File: src/rtl/dual_counter_pkg.sv
// Shared widths, initial values and run/stop state type for dual_counter.
// DUAL_COUNTER_BCD_EN selects decimal (0-9) instead of binary (0-F) counters.
package dual_counter_pkg;

    localparam int unsigned CNT_W = 4;

    localparam logic [CNT_W-1:0] CNT1_INIT = '0;

`ifdef DUAL_COUNTER_BCD_EN
    localparam logic [CNT_W-1:0] CNT_MAX = 4'd9;
`else
    localparam logic [CNT_W-1:0] CNT_MAX = 4'hF;
`endif

    localparam logic [CNT_W-1:0] CNT2_INIT = CNT_MAX;

    typedef enum logic {
        ST_STOP = 1'b0,
        ST_RUN  = 1'b1
    } state_t;

endpackage

File: src/rtl/dual_counter_tick_gen.sv
// Prescaler producing a one-cycle TICK every PRESCALE enabled cycles.
// Holds its count while EN is low; CLR and RST return it to zero.
module tick_gen #(
    parameter int unsigned PRESCALE = 50000000,
    parameter int unsigned PW       = 26
) (
    input  logic CLK,
    input  logic RST,
    input  logic EN,
    input  logic CLR,
    output logic TICK
);

    localparam logic [PW-1:0] LAST = PW'(PRESCALE - 1);

    logic [PW-1:0] pre;

    assign TICK = EN && (pre == LAST);

    always_ff @(posedge CLK) begin
        if (RST || CLR) begin
            pre <= '0;
        end else if (EN) begin
            pre <= (pre == LAST) ? '0 : pre + 1'b1;
        end
    end

endmodule

File: src/rtl/dual_counter.sv
// Up/down counter pair advanced by a prescaled tick, gated by a BTN start/stop FSM.
// Build option: DUAL_COUNTER_BCD_EN makes both counters decimal.
module dual_counter
    import dual_counter_pkg::*;
#(
    parameter int unsigned PRESCALE = 50000000,
    parameter int unsigned PW       = 26
) (
    input  logic             CLK,
    input  logic             RST,
    input  logic             BTN,
    input  logic             CLR,
    output logic [CNT_W-1:0] CNT1,
    output logic [CNT_W-1:0] CNT2,
    output logic             CO1,
    output logic             BO2,
    output logic             RUN
);

    state_t           state;
    logic             btn_q;
    logic             tick;
    logic [CNT_W-1:0] cnt1;
    logic [CNT_W-1:0] cnt2;
    logic             co1;
    logic             bo2;

    tick_gen #(
        .PRESCALE (PRESCALE),
        .PW       (PW)
    ) u_tick_gen (
        .CLK  (CLK),
        .RST  (RST),
        .EN   (state == ST_RUN),
        .CLR  (CLR),
        .TICK (tick)
    );

    // A tick coincident with a BTN edge still uses the pre-toggle state.
    always_ff @(posedge CLK) begin
        if (RST) begin
            state <= ST_STOP;
            btn_q <= 1'b0;
            cnt1  <= CNT1_INIT;
            cnt2  <= CNT2_INIT;
            co1   <= 1'b0;
            bo2   <= 1'b0;
        end else begin
            btn_q <= BTN;
            if (BTN && !btn_q) begin
                state <= (state == ST_RUN) ? ST_STOP : ST_RUN;
            end

            if (CLR) begin
                cnt1 <= CNT1_INIT;
                cnt2 <= CNT2_INIT;
                co1  <= 1'b0;
                bo2  <= 1'b0;
            end else begin
                co1 <= tick && (cnt1 == CNT_MAX);
                bo2 <= tick && (cnt2 == '0);
                if (tick) begin
                    cnt1 <= (cnt1 == CNT_MAX) ? '0 : cnt1 + 1'b1;
                    cnt2 <= (cnt2 == '0) ? CNT_MAX : cnt2 - 1'b1;
                end
            end
        end
    end

    assign CNT1 = cnt1;
    assign CNT2 = cnt2;
    assign CO1  = co1;
    assign BO2  = bo2;
    assign RUN  = (state == ST_RUN);

endmodule
File: config.mk
export PLATFORM = sky130hd
export DESIGN_NAME = dual_counter
export DESIGN_NICKNAME = d
export VERILOG_FILES = /design/src/rtl/dual_counter_pkg.sv /design/src/rtl/dual_counter_tick_gen.sv /design/src/rtl/dual_counter.sv
export SDC_FILE = /design/constraint.sdc
export NUM_CORES = 1
export LEC_CHECK = 0
export BUFFER_PORTS_ARGS = -buffer_cell sky130_fd_sc_hd__buf_2
export CELL_PAD_IN_SITES_DETAIL_PLACEMENT = 1
export CELL_PAD_IN_SITES_GLOBAL_PLACEMENT = 1
export CORE_ASPECT_RATIO = 0.5
export CORE_UTILIZATION = 48
export CTS_CLUSTER_SIZE = 24
export DETAILED_ROUTE_END_ITERATION = 10
export PLACE_DENSITY = 0.79
export SYNTH_ARGS = -nofsm -noshare
export SYNTH_HDL_FRONTEND = slang
export SYNTH_HIERARCHICAL = 1
export SYNTH_SLANG_ARGS = --single-unit
File: constraint.sdc
create_clock -name CLK -period 4.1 [get_ports CLK]
set_clock_uncertainty 0.05 [all_clocks]
set_input_delay 0.41 -clock CLK [delete_from_list [all_inputs] [get_ports CLK]]
set_output_delay 0.41 -clock CLK [all_outputs]
set_load 0.02 [all_outputs]
Word level (Yosys, flattened, before mapping)
Index checks and enable logic that the tools add are counted.
- word-level logic and storage cells: 24
- bits in registers: 38
- $add $sub $neg: 3
- multiplexer cells: 4
- eq/ne operators: 2
- reduce and logical (&&, ||, !) cells: 8
- operators with widths (operator ; count):
    26-bit by 1-bit adder with 26-bit output, second input constant ; 1
    26-bit == test, second input constant ; 1
    26-bit two-way mux ; 1
    4-bit two-way mux ; 2
    4-bit by 1-bit adder with 4-bit output, second input constant ; 1
    4-bit == test, second input constant ; 1
    1-bit logical AND ; 4
    4-bit zero test ; 1
    4-bit by 1-bit subtractor with 4-bit output, second input constant ; 1
    2-bit OR reduction ; 1
    1-bit zero test ; 1
    1-bit logical OR ; 1
    1-bit two-way mux ; 1

Depth between registers and ports, before layout
- depth in word-level cells: 3
- depth in mapped cells: 9
- gate-level depth less buffers: 7

Cells and area by module
Netlist, hierarchy kept.
- by module, submodules not included (module ; seq. area each (µm²) ; times used ; area an instance (µm²) ; cells an instance):
    tick_gen ; 520.5 ; 1 ; 1338.8 ; 161
    dual_counter ; 240.2 ; 1 ; 504.2 ; 55

Worst setup path after synthesis
Ideal clock, no wire load.
- path type: register to register
- start point: register state (netlist: RUN)
- end point: register u_tick_gen.pre[17]
- path buffers: 2
- required time: 3.980 ns
- cell stages (with the launch flop): 7
- setup slack: 1.962 ns
- arrival: 2.018 ns
- library setup time: 0.070 ns
- cells stage by stage: dfxtp_1 buf_4 nand4_2 or4_1 buf_2 or4_1 a21oi_1
- RTL lines (what ; line ; source):
    start, declared ; dual_counter.sv:20 ; state_t state;
    start signal, assigned ; dual_counter.sv:51 ; state <= (state == ST_RUN) ? ST_STOP : ST_RUN;
    end signal, assigned ; dual_counter_tick_gen.sv:24 ; pre <= (pre == LAST) ? '0 : pre + 1'b1;
    end, declared ; dual_counter_tick_gen.sv:16 ; logic [PW-1:0] pre;

==> summary.md <==
| Metric | Value |
|---|---|
| Post-synthesis mux area share | 0.01629 |
| Final instance area | a little over 0.002 mm^2 |
| Antenna diodes | 0 |
| Pwr/cell area | 345.3 mW/mm^2 |
| Drt pass-1 iters | 4 |
| Via Count | 1652 |
| Setup TNS | 0 ns |
| Fillers | 429 |
| Post-layout minimum cycle time | 2.298 ns |
| Startpoint types | register |
| I/O pins | 15 |
| Slew headroom | 0.7049 |
| Setup bufs post-CTS | 0 |
| Setup CP Type | reg2reg |
| RSZ-0062 raised after global routing | no |
| Die span in y | between 40 and 50 um |
| Worst Path Arrival | ~2.5 ns |
| Routability cong. | between 0.8 and 0.9 |
| Syn. warnings | 6 |
| Synth area leaders | dfxtp_1 (41%), nor2_1 (4.9%), nand4_1 (4.8%) |
| # clock sinks | 38 |
| Post-synth EDFFs | 0 |
| MaxCap Viol Count | 0 |
| Final hold violation count | 0 |
| Largest net degree at the start of global routing | 26 |
| Sw power | approximately 0.00015 W |
| Remaining antenna violation count | 0 |
| Worst skew pair latency | 0.29 ns |
| Share of cells above drive strength 1 | 0.1435 |
| Post-synth cell types | 41 |
| Final setup fails | 0 |
| Pre-CTS setup slack | 1.853 ns |
| # rows | 15 |
| Comb power frac | 0.026 |
| Synth Area in Simple Gates | 0.3157 |
| Met3 wire length | roughly 230 um |
| Layout area overhead | 11.20% |
| Count leader, synth | dfxtp_1 |
| Mapped Area | 0.001843 mm^2 |
| R2R Setup Slk | 1.80 ns |
| Num CTS Buffers | 5 |
| Global-route wire length before repair | roughly 7.2 mm |
| Total track usage | 0.2450 |
| Max Freq | 435.1 MHz |
| Worst Setup SP | RUN |
| Top sig layer | met4 |
| Util after Layout | 0.5778 |
| Final Cycle Share | 0.5605 |
| Critical path's slowest cell | or4_1 |
| HPWL after DPL | 3.192 mm |
| Slew @ Worst Pin | 0.4387 ns |
| Resize count post-CTS | 0 |
| Nets | 237 |
| WL/cell | 16.12 um |
| Ys async rst share | 0 |
| H-tree depth | 2 |
| DRC viols | 0 |
| Switching share of power | 0.2132 |
| GRT overflow | 0 |
| Port Buffer Count | 14 |
| Starting Density | 0.5196 |
| Largest family of logic cells by synthesized area | simple AND/OR/NAND/NOR gates |
| Worst path required time | 4.27 ns |
| Root Driver | clkbuf_8 |
| Reg2Reg Depth | 4 |
| Worst IR Drop VDD | 0.0001756 V |
| Hold WC Path Type | in2reg |
| Yosys top cell area share | 0.4128 |
| Met2 wire length | 2.013 mm |
| Clock share of power | 0.444 |
| P_int | 0.0005569 W |
| Post-synthesis adder-cell area fraction | 0.02716 |
| CTS tree | yes |
| CTS Hold Bufs | 0 |
| Reg-to-Reg Start | RUN |
| Final WL | 4.529 mm |
| Die width | approximately 90 um |
| Core Area | 0.003547 mm^2 |
| Fin Hold WS | 0.2857 ns |
| Leading area contributor after synthesis | dfxtp_1 |
| Compound-Gate Fraction of Synth Area | 0.1188 |
| Crit end category | register |
| Flops & latches, synth | 38 |
| Post-synthesis xor/xnor area fraction | 0.07128 |
| Hold_sp | BTN |
| Synth Net Count | 224 |
| Post-synth top cells | dfxtp_1 (38), nor2_1 (24), nand2_1 (19), a21oi_1 (15), nand4_1 (14) |
| Highest net fanout along the worst path | 10 |
| Synthesized area per cell | 8.532 um^2 |
| Final Worst Setup Slack | around 1.8 ns |
| Reg2reg end | u_tick_gen/pre[17] |
| Synth Instances | 216 |
| Status | finished, final reports clean |
| Main synth FF type | dfxtp_1 |
| Reg power frac | 0.530 |
| Crit path cell chain | nand4_2 > or4_1 > or4_1 > a21oi_1 |
| Cell Area, Placed | about 0.0019 mm^2 |
| M1 WL | 2.208 mm |
| CP max stage delay | about 0.73 ns |
| Vias per cell | 5.879 |
| Sequential-to-total area share from yosys stat | 0.4128 |
| Area of the die | just over 0.004 mm^2 |
| Pleak | 0.6857 nW |
| Most frequent CP cell | or4_1 |
| Crit path to | u_tick_gen/pre[17] |
| Clock slew at reported path FFs | 0.08 ns |
| Vias in the first global route | 1517 |
| Initial antenna violation count | 0 |
| First-iteration detailed-routing DRC count | 127 |
| Max clock buf depth | 2 |
| Max-slew violations | 0 |
## routing by layer
layer,global-route usage,vias to the layer above
li1,-,817
met1,0.3140,788
met2,0.4091,40
met3,0.05435,7
met4,0.09524,0
met5,0,-
## worst min path at each step
stage	endpoint	slack [ns]	cells after the start
6_report	btn_q	0.29	2
5_1_grt	btn_q	0.29	2
4_1_cts	u_tick_gen/pre[6]	0.28	2
3_5_place_dp	u_tick_gen/pre[22]	0.44	2
3_3_place_gp	u_tick_gen/pre[22]	0.42	2
2_1_floorplan	u_tick_gen/pre[22]	0.40	2
## sequential cells by signal, indices dropped and copies added, names as in the netlist
| register | count |
|---|---|
| u_tick_gen/pre | 26 |
| CNT1 | 4 |
| CNT2 | 4 |
| BO2 | 1 |
| CO1 | 1 |
| RUN | 1 |
| btn_q | 1 |
## cells in the final DEF, fill, tap and decap left out, types with 2 or more instances in the layout
cell      netlist  layout
a21oi_1        15      15
and2_1          2       2
and3_1          2       2
and4_1          4       4
buf_2           4      14
buf_4           2       2
clkbuf_8        0       5
clkinv_2        0       2
dfxtp_1        38      38
ha_1            4       4
inv_1           4       4
mux2i_1         3       3
nand2_1        19      19
nand3_1         7       7
nand4_1        14      14
nor2_1         24      24
nor2b_1         2       2
nor3_1          3       3
nor4_1          4       4
o21ai_0         6       6
o21ai_1         3       3
o31ai_1         6       6
or3_1           6       6
or3_2           2       2
or4_1           9       9
xnor2_1         5       5
xor2_1         10      10
## worst max-delay path, delay by kind of cell, from the launching register on
family             cells  cell delay [ns]
and+or+nand+nor        3             1.47
DFF                    1             0.53
AOI/OAI and AO/OA      1             0.16
## area by class of cell
cell class / count / area, um^2 / area share
clock buffer: 5 / 68.82 / 0.03358
timing repair buffer: 16 / 85.08 / 0.04151
multi-input combinational: 163 / 1012 / 0.4939
sequential: 38 / 760.7 / 0.3712
tap: 51 / 63.81 / 0.03114
clock inverter: 3 / 40.04 / 0.01954
inverter: 5 / 18.77 / 0.009157
## logic make-up after synthesis
| group | after synthesis |
|---|---|
| xor gates and xnor gates | 15 |
| and+or+nand+nor | 105 |
| adders and majority gates | 4 |
| DFF | 38 |
| muxes | 3 |
| buffers and inverters | 15 |
| AOI/OAI and AO/OA | 36 |
## metrics by stage
stage / instances / power (W)
3_5_place_dp: 273 / 0.0004021
5_1_grt: 281 / 0.0007345
3_3_place_gp: 273 / 0.0004014
2_1_floorplan: 216 / 0.0003962
4_1_cts: 281 / 0.0007167
6_report: 281 / 0.0007078
## power by group through the flow
stage                     Sequential (W)  Clock, W  Combinational [W]
final                           0.000375  0.000314          0.0000181
after global routing            0.000376  0.000339          0.0000197
after CTS                       0.000375  0.000323          0.0000186
after detailed placement        0.000384         0          0.0000183
after global placement          0.000384         0          0.0000179
after floorplan                 0.000383         0          0.0000135
Power figures use the tool's default switching activity.
